<file path="src/rtl/fb_imm_pkg.sv">
// fb_imm_pkg: format codes and opcode constants shared by the
// immediate-generation unit and its decoder.
package fb_imm_pkg;

  localparam int FMT_W = 3;

  typedef enum logic [FMT_W-1:0] {
    FMT_R    = 3'd0,
    FMT_I    = 3'd1,
    FMT_S    = 3'd2,
    FMT_B    = 3'd3,
    FMT_U    = 3'd4,
    FMT_J    = 3'd5,
    FMT_NONE = 3'd7
  } fmt_e;

  localparam logic [6:0] OP_LOAD   = 7'b0000011;
  localparam logic [6:0] OP_IMM    = 7'b0010011;
  localparam logic [6:0] OP_JALR   = 7'b1100111;
  localparam logic [6:0] OP_SYSTEM = 7'b1110011;
  localparam logic [6:0] OP_IMM32  = 7'b0011011;
  localparam logic [6:0] OP_STORE  = 7'b0100011;
  localparam logic [6:0] OP_BRANCH = 7'b1100011;
  localparam logic [6:0] OP_LUI    = 7'b0110111;
  localparam logic [6:0] OP_AUIPC  = 7'b0010111;
  localparam logic [6:0] OP_JAL    = 7'b1101111;
  localparam logic [6:0] OP_OP     = 7'b0110011;
  localparam logic [6:0] OP_OP32   = 7'b0111011;

endpackage

</file>
<file path="src/rtl/fb_imm_decode.sv">
// fb_imm_decode: combinational format decode + immediate build.
// in: inst[31:0]; out: imm[XLEN-1:0], fmt, illegal (FB_IMM_ILLEGAL_EN).
module fb_imm_decode
  import fb_imm_pkg::*;
#(
  parameter int XLEN = 32
) (
  input  logic [31:0]     inst,
  output logic [XLEN-1:0] imm,
  output fmt_e            fmt
`ifdef FB_IMM_ILLEGAL_EN
  ,
  output logic            illegal
`endif
);

  localparam bit RV64 = (XLEN == 64);

  logic [31:0] imm32;

  always_comb begin
    fmt = FMT_NONE;
    case (inst[6:0])
      OP_LOAD,
      OP_IMM,
      OP_JALR,
      OP_SYSTEM: fmt = FMT_I;
      OP_IMM32:  fmt = RV64 ? FMT_I : FMT_NONE;
      OP_STORE:  fmt = FMT_S;
      OP_BRANCH: fmt = FMT_B;
      OP_LUI,
      OP_AUIPC:  fmt = FMT_U;
      OP_JAL:    fmt = FMT_J;
      OP_OP:     fmt = FMT_R;
      OP_OP32:   fmt = RV64 ? FMT_R : FMT_NONE;
      default:   fmt = FMT_NONE;
    endcase
  end

  // All formats fit in 32 bits; widen once with sign.
  always_comb begin
    imm32 = '0;
    case (fmt)
      FMT_I: imm32 = {{20{inst[31]}}, inst[31:20]};
      FMT_S: imm32 = {{20{inst[31]}}, inst[31:25],
                      inst[11:7]};
      FMT_B: imm32 = {{19{inst[31]}}, inst[31], inst[7],
                      inst[30:25], inst[11:8], 1'b0};
      FMT_U: imm32 = {inst[31:12], 12'b0};
      FMT_J: imm32 = {{11{inst[31]}}, inst[31],
                      inst[19:12], inst[20],
                      inst[30:21], 1'b0};
      default: imm32 = '0;
    endcase
  end

  assign imm = XLEN'($signed(imm32));

`ifdef FB_IMM_ILLEGAL_EN
  assign illegal = (fmt == FMT_NONE)
                 || (inst[1:0] != 2'b11);
`endif

endmodule

</file>
<file path="src/rtl/fb_imm_unit.sv">
// fb_imm_unit: immediate decode followed by a 2-entry skid buffer.
// Optional out_illegal port when FB_IMM_ILLEGAL_EN is defined.
module fb_imm_unit
  import fb_imm_pkg::*;
#(
  parameter int XLEN  = 32,
  parameter int TAG_W = 8
) (
  input  logic             clk,
  input  logic             rst_n,
  input  logic             flush,
  input  logic             in_valid,
  output logic             in_ready,
  input  logic [31:0]      in_inst,
  input  logic [TAG_W-1:0] in_tag,
  output logic             out_valid,
  input  logic             out_ready,
  output logic [XLEN-1:0]  out_imm,
  output logic [2:0]       out_type,
  output logic [TAG_W-1:0] out_tag
`ifdef FB_IMM_ILLEGAL_EN
  ,
  output logic             out_illegal
`endif
);

  typedef struct packed {
    logic [XLEN-1:0]  imm;
    fmt_e             fmt;
    logic [TAG_W-1:0] tag;
`ifdef FB_IMM_ILLEGAL_EN
    logic             ill;
`endif
  } beat_t;

  logic [XLEN-1:0] dec_imm;
  fmt_e            dec_fmt;
`ifdef FB_IMM_ILLEGAL_EN
  logic            dec_ill;
`endif

  fb_imm_decode #(
    .XLEN(XLEN)
  ) u_decode (
    .inst(in_inst),
    .imm (dec_imm),
    .fmt (dec_fmt)
`ifdef FB_IMM_ILLEGAL_EN
    ,
    .illegal(dec_ill)
`endif
  );

  beat_t in_beat;
  beat_t main_q;
  beat_t skid_q;
  logic  main_v;
  logic  skid_v;
  logic  ready_q;

  always_comb begin
    in_beat     = '0;
    in_beat.imm = dec_imm;
    in_beat.fmt = dec_fmt;
    in_beat.tag = in_tag;
`ifdef FB_IMM_ILLEGAL_EN
    in_beat.ill = dec_ill;
`endif
  end

  logic accept;
  logic load;

  assign accept = in_valid & ready_q;
  // Main entry may take new data when empty or leaving.
  assign load   = ~main_v | out_ready;

  // ready_q mirrors ~skid_v, so a full skid never sees accept.
  always_ff @(posedge clk or negedge rst_n) begin
    if (!rst_n) begin
      main_v     <= 1'b0;
      skid_v     <= 1'b0;
      ready_q    <= 1'b1;
      main_q     <= '0;
      main_q.fmt <= FMT_NONE;
      skid_q     <= '0;
      skid_q.fmt <= FMT_NONE;
    end else if (flush) begin
      main_v  <= 1'b0;
      skid_v  <= 1'b0;
      ready_q <= 1'b1;
    end else if (load) begin
      if (skid_v) begin
        main_q  <= skid_q;
        main_v  <= 1'b1;
        skid_v  <= 1'b0;
        ready_q <= 1'b1;
      end else begin
        main_v <= accept;
        if (accept) main_q <= in_beat;
      end
    end else if (accept) begin
      skid_q  <= in_beat;
      skid_v  <= 1'b1;
      ready_q <= 1'b0;
    end
  end

  assign in_ready  = ready_q;
  assign out_valid = main_v;
  assign out_imm   = main_q.imm;
  assign out_type  = main_q.fmt;
  assign out_tag   = main_q.tag;
`ifdef FB_IMM_ILLEGAL_EN
  assign out_illegal = main_q.ill;
`endif

endmodule

</file>
<file path="config.mk">
export PLATFORM = sky130hd
export DESIGN_NAME = fb_imm_unit
export DESIGN_NICKNAME = d
export VERILOG_FILES = /design/src/rtl/fb_imm_pkg.sv /design/src/rtl/fb_imm_decode.sv /design/src/rtl/fb_imm_unit.sv
export SDC_FILE = /design/constraint.sdc
export NUM_CORES = 1
export LEC_CHECK = 0
export CORE_MARGIN = 10
export CORE_UTILIZATION = 53
export CTS_BUF_LIST = sky130_fd_sc_hd__clkbuf_4
export CTS_CLUSTER_SIZE = 20
export DETAILED_ROUTE_END_ITERATION = 6
export GPL_TIMING_DRIVEN = 0
export PLACE_DENSITY = 0.9
export SYNTH_ARGS = -nofsm -noshare
export SYNTH_HDL_FRONTEND = slang
export SYNTH_SLANG_ARGS = --single-unit
</file>
<file path="constraint.sdc">
create_clock -name clk -period 2 [get_ports clk]
set_input_delay 0.4 -clock clk [delete_from_list [all_inputs] [get_ports clk]]
set_output_delay 0.4 -clock clk [all_outputs]
set_load 0.02 [all_outputs]
</file>
==> key figures, run 1 <==
Clock tree
  – CTS sink count: 89
  – Num CTS Buffers: 9
  – Latest clock arrival within the worst-skew pair: 0.45 ns
  – CTS tree: yes
  – CTS Buffer Depth: 2
  – H-Tree Depth: 3
  – Root buffer cell: clkbuf_4
  – Clk pin slew, worst setup/hold paths: 0.15 ns

Status
  – Outcome: finished, final reports clean

Pwr
  – Sw frac: 0.295
  – Net switching power: 1370 uW
  – Sequential Power Share: 0.486
  – Clock group share of total power: 0.268
  – Comb pwr share: 0.246
  – Internal Dissipation: 3290 uW
  – Power per cell area: 836 mW/mm2
  – Leak: 0.00243 uW
  – Worst vdd ir: 0.000448 V

Logic synthesis
  – Synth Register Bits: 89
  – Post-Syn Nets: 503
  – Post-Syn Area: 0.00427 mm2
  – Synth warn: 0
  – Register area share after synthesis: 0.523
  – Leading cell types by count after synthesis: dfrtp_1 (82), nand2_1 (77), a21oi_1 (57), o21ai_0 (41), clkbuf_1 (22)
  – Most used DFF post-synth: dfrtp_1
  – Post-synthesis cell count: 458
  – Synth top area share: 0.480
  – Post-Synthesis Mean Instance Area: 9.33 um2
  – Count leader, synth: dfrtp_1
  – Netlist cell types: 46
  – Asr flop ratio synth: 1.00
  – Cell taking the most area after synthesis: dfrtp_1
  – Number of flops mapped to enable cells by yosys: 0
  – Largest cells by area after synthesis: dfrtp_1 (48%), nand2_1 (6.8%), a21oi_1 (6.7%)

Critical path
  – Worst path max stage delay: 0.43 ns
  – Worst r2r src: out_valid
  – WS Path Type: input pin to flip-flop
  – Worst path cell trace: clkdlybuf4s50_1 -> nand2b_1 -> nor2_1 -> and3_1 -> buf_2 -> buf_1 -> nand2_1 -> nand2_1
  – CP delay by family, top: buffers and inverters
  – Worst Path Max Fanout: 10
  – Critical Path Most Common Cell: nand2_1
  – Reg2reg end: skid_q[3]
  – Req. time, crit path: 2.40 ns
  – CP Capture Type: flip-flop
  – Buf/Inv on CP: 3
  – R2R setup slack: 0.11 ns
  – Critical path startpoint category: input pin
  – Slowest-stage cell, CP: buf_1
  – R2r worst-path depth: 7
  – Arr. time, crit path: 2.36 ns

GRT
  – Met3 Track Usage GR: 0.0392
  – Most used routing layer: met2
  – Number of antenna violations at the first check in global routing: 0
  – First-pass GRT wire length: 20300 um
  – Number of global-route vias before repair: 3998
  – Largest net degree at the start of global routing: 76
  – Met2 GRT Util: 0.344
  – GRT overflow: 0
  – Gr usage total: 0.212
  – M1 GR Usage: 0.265

Routing
  – WL/cell: 19.0 um
  – DR vias/cell: 6.01
  – Number of detailed-route iterations in the first pass: 5
  – Antenna Nets Post-Route: 0
  – Total detailed-routing wirelength: 12600 um
  – Vias after detailed routing: 3988
  – DRC: 0
  – Iteration-0 DRC Markers: 232

Timing
  – Period utilization: 0.978
  – Slew Limit Fails: 0
  – Hold Vio Cnt, Final: 0
  – Clk_skew: 0.0260 ns
  – Max-slew headroom: 0.534
  – Worst hold slack: 0.340 ns
  – Final Setup Violations: 0
  – Worst Setup Slack, final: 0.0437 ns
  – Achievable Freq: 0.511 GHz
  – Period minus WS final: 1.96 ns
  – Slew @ Worst Pin: 0.699 ns

Place
  – IO Port Bufs: 88
  – Cell Area, Placed: 0.00531 mm2
  – Post-place setup slack: -0.587 ns
  – Final HPWL DP: 9150 um
  – GPL Wtd Cong: 0.875

Floorplan
  – Die Y: 110 um
  – Die width: 110 um
  – Die area: 0.0121 mm2
  – Core area: 0.00777 mm2
  – Num ports: 90
  – Rows: 32
  – Initial core utilization: 0.550

Worst hold path
  – Min-delay worst type: input pin to asynchronous set/reset pin

Layout
  – Share of cells above drive strength 1: 0.126
  – Final #Nets: 603
  – Area grow syn2layout: 30.7%
  – Number of diodes: 0
  – Layout Cell Area excl Fill: 0.00558 mm2

Flow run
  – Maxcap violations: 0
per-layer routing:
metal  vias up  wire (um)
met2       184       6260
li1       1814          -
met3        45        854
met5         -          0
met1      1945       5060
met4         0        458
placed cells by master, fill, tap and decap left out, drive strengths merged, types with 2 or more instances in the layout:
master and n:
a2111oi 2, a21oi 58, a22oi 19, nor2b 6
and3 8, nor3 7, a22o 12, clkbuf 31
clkdlybuf4s50 82, dlygate4sd2 4, or2 2, nand2b 6
dfstp 7, buf 13, nand2 77, mux2i 8
o21ai 42, dfrtp 82, inv 22, nand3b 17
nor2 18, a31oi 9, or3 2, nand3 4
nand4b 2, bufinv 3
state kept, by name (all words and copies together) (netlist names):
register / flops
out_imm: 32
out_tag: 8
out_valid: 1
in_ready: 1
skid_q: 43
out_type: 3
skid_v: 1
kinds of logic after synthesis:
| group | count (synthesis) | synth area share |
|---|---|---|
| compound gates | 151 | 0.225 |
| xor+xnor | 1 | 0.00205 |
| buf+inv | 54 | 0.0516 |
| flops | 89 | 0.523 |
| mux | 9 | 0.0214 |
| simple gates | 154 | 0.177 |
power by group through the flow:
stage / Sequential (uW) / Clock [uW] / Combinational, uW
after CTS: 2260 / 1250 / 1140
after detailed placement: 2300 / 0 / 1130
after global placement: 2290 / 0 / 1080
after floorplan: 2410 / 0 / 481
after global routing: 2300 / 1330 / 1250
final: 2270 / 1250 / 1150
worst max-delay path by stage:
stage / to / cells past startpoint / slack (ns) / startpoint
2_1_floorplan: out_imm[1] / 6 / 0.24 / in_ready
3_3_place_gp: skid_q[4] / 1 / -2.58 / rst_n
3_5_place_dp: skid_q[22] / 7 / -0.59 / in_inst[5]
4_1_cts: out_imm[11] / 6 / 0.002 / in_inst[6]
5_1_grt: skid_q[3] / 8 / -0.05 / out_ready
6_report: skid_q[3] / 8 / 0.04 / out_ready
metrics by stage:
step / instances / util / TNS, ns / power [uW]
global route: 664 / 0.719 / -0.135 / 4880
floorplan: 458 / - / 0 / 2890
global placement: 648 / 0.680 / -250.47 / 3370
CTS: 665 / 0.710 / 0 / 4660
detailed placement: 649 / 0.683 / -32.94 / 3430
finish: 664 / 0.719 / 0 / 4670
cell type report:
cell class	count	area, um2
Sequential cell	89	2240
Clock buffer	10	75.1
Inverter	21	78.8
Buffer	31	150
Clock inverter	5	104
Multi-Input combinational cell	315	1880
Tap cell	102	128
Fill cell	563	2180
Timing Repair Buffer	91	933
worst reg2reg max path: stages (launching register included):
cell,delay (ns)
dfrtp_1,0.39
nand2b_1,0.13
nor2_1,0.19
and3_1,0.23
buf_2,0.24
buf_1,0.43
nand2_1,0.14
nand2_1,0.10
repair_timing:
item	in CTS	in global routing
resized for setup	15	17
pin swaps	0	1
setup endpoints to repair	32	75
hold buffers	1	0
buffers inserted	0	1
endpoints found under the hold margin	13	0
(Power assumes the default switching activity.)
==> run 2, diff against run 1 <==
--- a/config.mk
+++ b/config.mk
@@ -5,6 +5,7 @@
 export SDC_FILE = /design/constraint.sdc
 export NUM_CORES = 1
 export LEC_CHECK = 0
+export CORE_ASPECT_RATIO = 1.4
 export CORE_MARGIN = 10
 export CORE_UTILIZATION = 53
 export CTS_BUF_LIST = sky130_fd_sc_hd__clkbuf_4
@@ -12,6 +13,7 @@
 export DETAILED_ROUTE_END_ITERATION = 6
 export GPL_TIMING_DRIVEN = 0
 export PLACE_DENSITY = 0.9
+export REMOVE_ABC_BUFFERS = 1
 export SYNTH_ARGS = -nofsm -noshare
 export SYNTH_HDL_FRONTEND = slang
 export SYNTH_SLANG_ARGS = --single-unit
==> run 2 against run 1 <==
Combinational power about the same. Setup slack improved by 0.033 ns. Clock skew is 0.016 ns lower. Critical path depth shrank 3. Cell area is 1.4% lower. Register-to-register slack worse by 0.03 ns. Cell count decreased by 3.8%. Flip-flop and latch count did not move. First-iteration DRC count increased by 7.3%. Non-clock buffer count down 24. Critical path type is now flip-flop to flip-flop.
==> key figures, run 2 (synthesis results as in run 1) <==
Timing
  – Period minus WS final: 1.92 ns (was 1.96 ns)
  – Slew @ Worst Pin: 0.679 ns (was 0.699 ns)
  – Achievable Freq: 0.520 GHz (was 0.511 GHz)
  – Slew Limit Fails: 0 (unchanged)
  – Period utilization: 0.962 (was 0.978)
  – Hold Vio Cnt, Final: 0 (unchanged)
  – Clk_skew: 0.0103 ns (was 0.0260 ns)
  – Final Setup Violations: 0 (unchanged)
  – Max-slew headroom: 0.543 (was 0.534)
  – Worst Setup Slack, final: 0.0764 ns (was 0.0437 ns)
  – RSZ-0062 raised after global routing: false
  – Worst hold slack: 0.490 ns (was 0.340 ns)
  – Setup TNS: 0 ns (unchanged)

Clock tree
  – CTS sink count: 89 (unchanged)
  – Num CTS Buffers: 9 (unchanged)
  – H-Tree Depth: 3 (unchanged)
  – CTS tree: yes (unchanged)
  – Root buffer cell: clkbuf_4 (unchanged)
  – Latest clock arrival within the worst-skew pair: 0.45 ns (about the same)
  – Clk pin slew, worst setup/hold paths: 0.12 ns (was 0.15 ns)
  – CTS Buffer Depth: 2 (unchanged)

Pwr
  – Power per cell area: 793 mW/mm2 (was 836 mW/mm2)
  – Worst vdd ir: 0.000547 V (was 0.000448 V)
  – Leak: 0.00236 uW (was 0.00243 uW)

Place
  – Post-place setup slack: -1.16 ns (was -0.587 ns)
  – Final HPWL DP: 8000 um (was 9150 um)
  – Cell Area, Placed: 0.00526 mm2 (was 0.00531 mm2)
  – Placed Cells: 619 (was 649)
  – GPL Wtd Cong: 0.864 (was 0.875)
  – IO Port Bufs: 89 (was 88)

Floorplan
  – Die Y: 126 um (was 110 um)
  – Die width: 95.9 um (was 110 um)
  – Core area: 0.00780 mm2 (was 0.00777 mm2)
  – Die area: 0.0121 mm2 (about the same)
  – Initial core utilization: 0.548 (was 0.550)
  – Rows: 38 (was 32)
  – Num ports: 90 (unchanged)

Critical path
  – WS Path Type: flip-flop to flip-flop (was input pin to flip-flop)
  – Critical path startpoint category: flip-flop (was input pin)
  – Worst Path Max Fanout: 49 (was 10)
  – Req. time, crit path: 2.32 ns (was 2.40 ns)
  – CP Capture Type: flip-flop (unchanged)
  – Arr. time, crit path: 2.24 ns (was 2.36 ns)
  – R2R setup slack: 0.08 ns (was 0.11 ns)

Layout
  – Commonest non-fill, non-tap cell in the layout: dfrtp_1
  – Non-Filler Instances: 639 (was 664)
  – Share of cells above drive strength 1: 0.119 (was 0.126)
  – Final #Nets: 580 (was 603)
  – Biggest register: skid_q (unchanged)
  – Most frequent cells in the layout: dfrtp_1 (81), clkdlybuf4s50_1 (79), nand2_1 (77) (was clkdlybuf4s50_1 (82), dfrtp_1 (82), nand2_1 (77))
  – Largest register FFs: 43 (unchanged)
  – Layout Cell Area excl Fill: 0.00550 mm2 (was 0.00558 mm2)
  – Area grow syn2layout: 28.9% (was 30.7%)

GRT
  – GRT overflow: 0 (unchanged)
  – Number of antenna violations at the first check in global routing: 1 (was 0)
  – Gr usage total: 0.193 (was 0.212)
  – Number of global-route vias before repair: 3698 (was 3998)
  – First-pass GRT wire length: 18600 um (was 20300 um)
  – Largest net degree at the start of global routing: 57 (was 76)

Status
  – Outcome: finished, final reports clean (unchanged)

Routing
  – Iteration-0 DRC Markers: 249 (was 232)
  – Antenna Nets Post-Route: 0 (unchanged)
  – Total detailed-routing wirelength: 11600 um (was 12600 um)
  – Number of detailed-route iterations in the first pass: 6 (was 5)
  – DRC: 0 (unchanged)
  – DR vias/cell: 5.93 (was 6.01)
  – WL/cell: 18.1 um (was 19.0 um)
  – Vias after detailed routing: 3791 (was 3988)

Flow run
  – Maxcap violations: 0 (unchanged)

Worst hold path
  – Min-delay worst type: input pin to asynchronous set/reset pin (unchanged)
## run 2: changes by cell type in the layout (fill, tap and decap cells not counted), moves of 2 or more
cell             previous run  this run
clkbuf_1                   11         0
clkbuf_2                    8         0
buf_2                       7         0
dlygate4sd2_1               4         8
buf_4                       1         4
clkdlybuf4s50_1            82        79
a21oi_2                     3         1
a21oi_4                     1         3
buf_1                       2         0
buf_12                      1         3
bufinv_16                   3         1
clkbuf_4                   12        10
## run 2: worst paths after layout
| check | startpoint | to | cells past startpoint |
|---|---|---|---|
| setup reg to reg | in_ready | out_imm[1] | 5 |
| min in group clk | skid_q[1] | skid_q[1] | 2 |
| max in group asynchronous | rst_n | in_ready | 3 |
| hold reg to reg | skid_q[1] | skid_q[1] | 2 |
| hold / removal | rst_n | out_imm[0] | 2 |
| setup / recovery | in_ready | out_imm[1] | 5 |
## run 2: repair_timing
action / in CTS / in global routing
setup buffers: 3 / 0
setup endpoints to repair: 55 / 31
cloned: 1 / 0
hold buffers: 1 / 0
resized for setup: 23 / 4
pin swaps: 2 / 0
endpoints found under the hold margin: 38 / 0
## run 2: area by class of cell
type,count,area [um2]
clock inverter,4,46.3
fill,574,2290
antenna,1,2.50
clock buffer,10,75.1
tap,100,125
inverter,21,78.8
multi-input combinational,316,1930
sequential,89,2240
timing repair buffer,98,1010
## run 2: metal layers
layer,vias up,global-route usage,share of wire,wire length [um]
met2,131,0.326,0.54,6220
met5,-,0,0,0
li1,1774,-,-,-
met3,21,0.0380,0.059,680
met4,0,0.0792,0.018,208
met1,1865,0.230,0.39,4480
## run 2: through the flow
step,power [uW],utilization
2_1_floorplan,2870,-
3_3_place_gp,3340,0.660
3_5_place_dp,3420,0.674
4_1_cts,4380,0.703
5_1_grt,4580,0.706
6_report,4360,0.706
## run 2: worst max-delay path, stage by stage (launching register included)
cell	delay, ns
dfstp_2	0.62
a21oi_2	0.11
or3_4	0.47
buf_12	0.23
nor2_2	0.23
a31oi_1	0.13
## run 2: where the power goes
part / internal [uW] / leakage, uW / total (uW) / switching (uW)
logic: 523 / 0.00119 / 1130 / 603
registers: 2120 / 0.00111 / 2270 / 143
clock network: 376 / 0.0000658 / 969 / 592
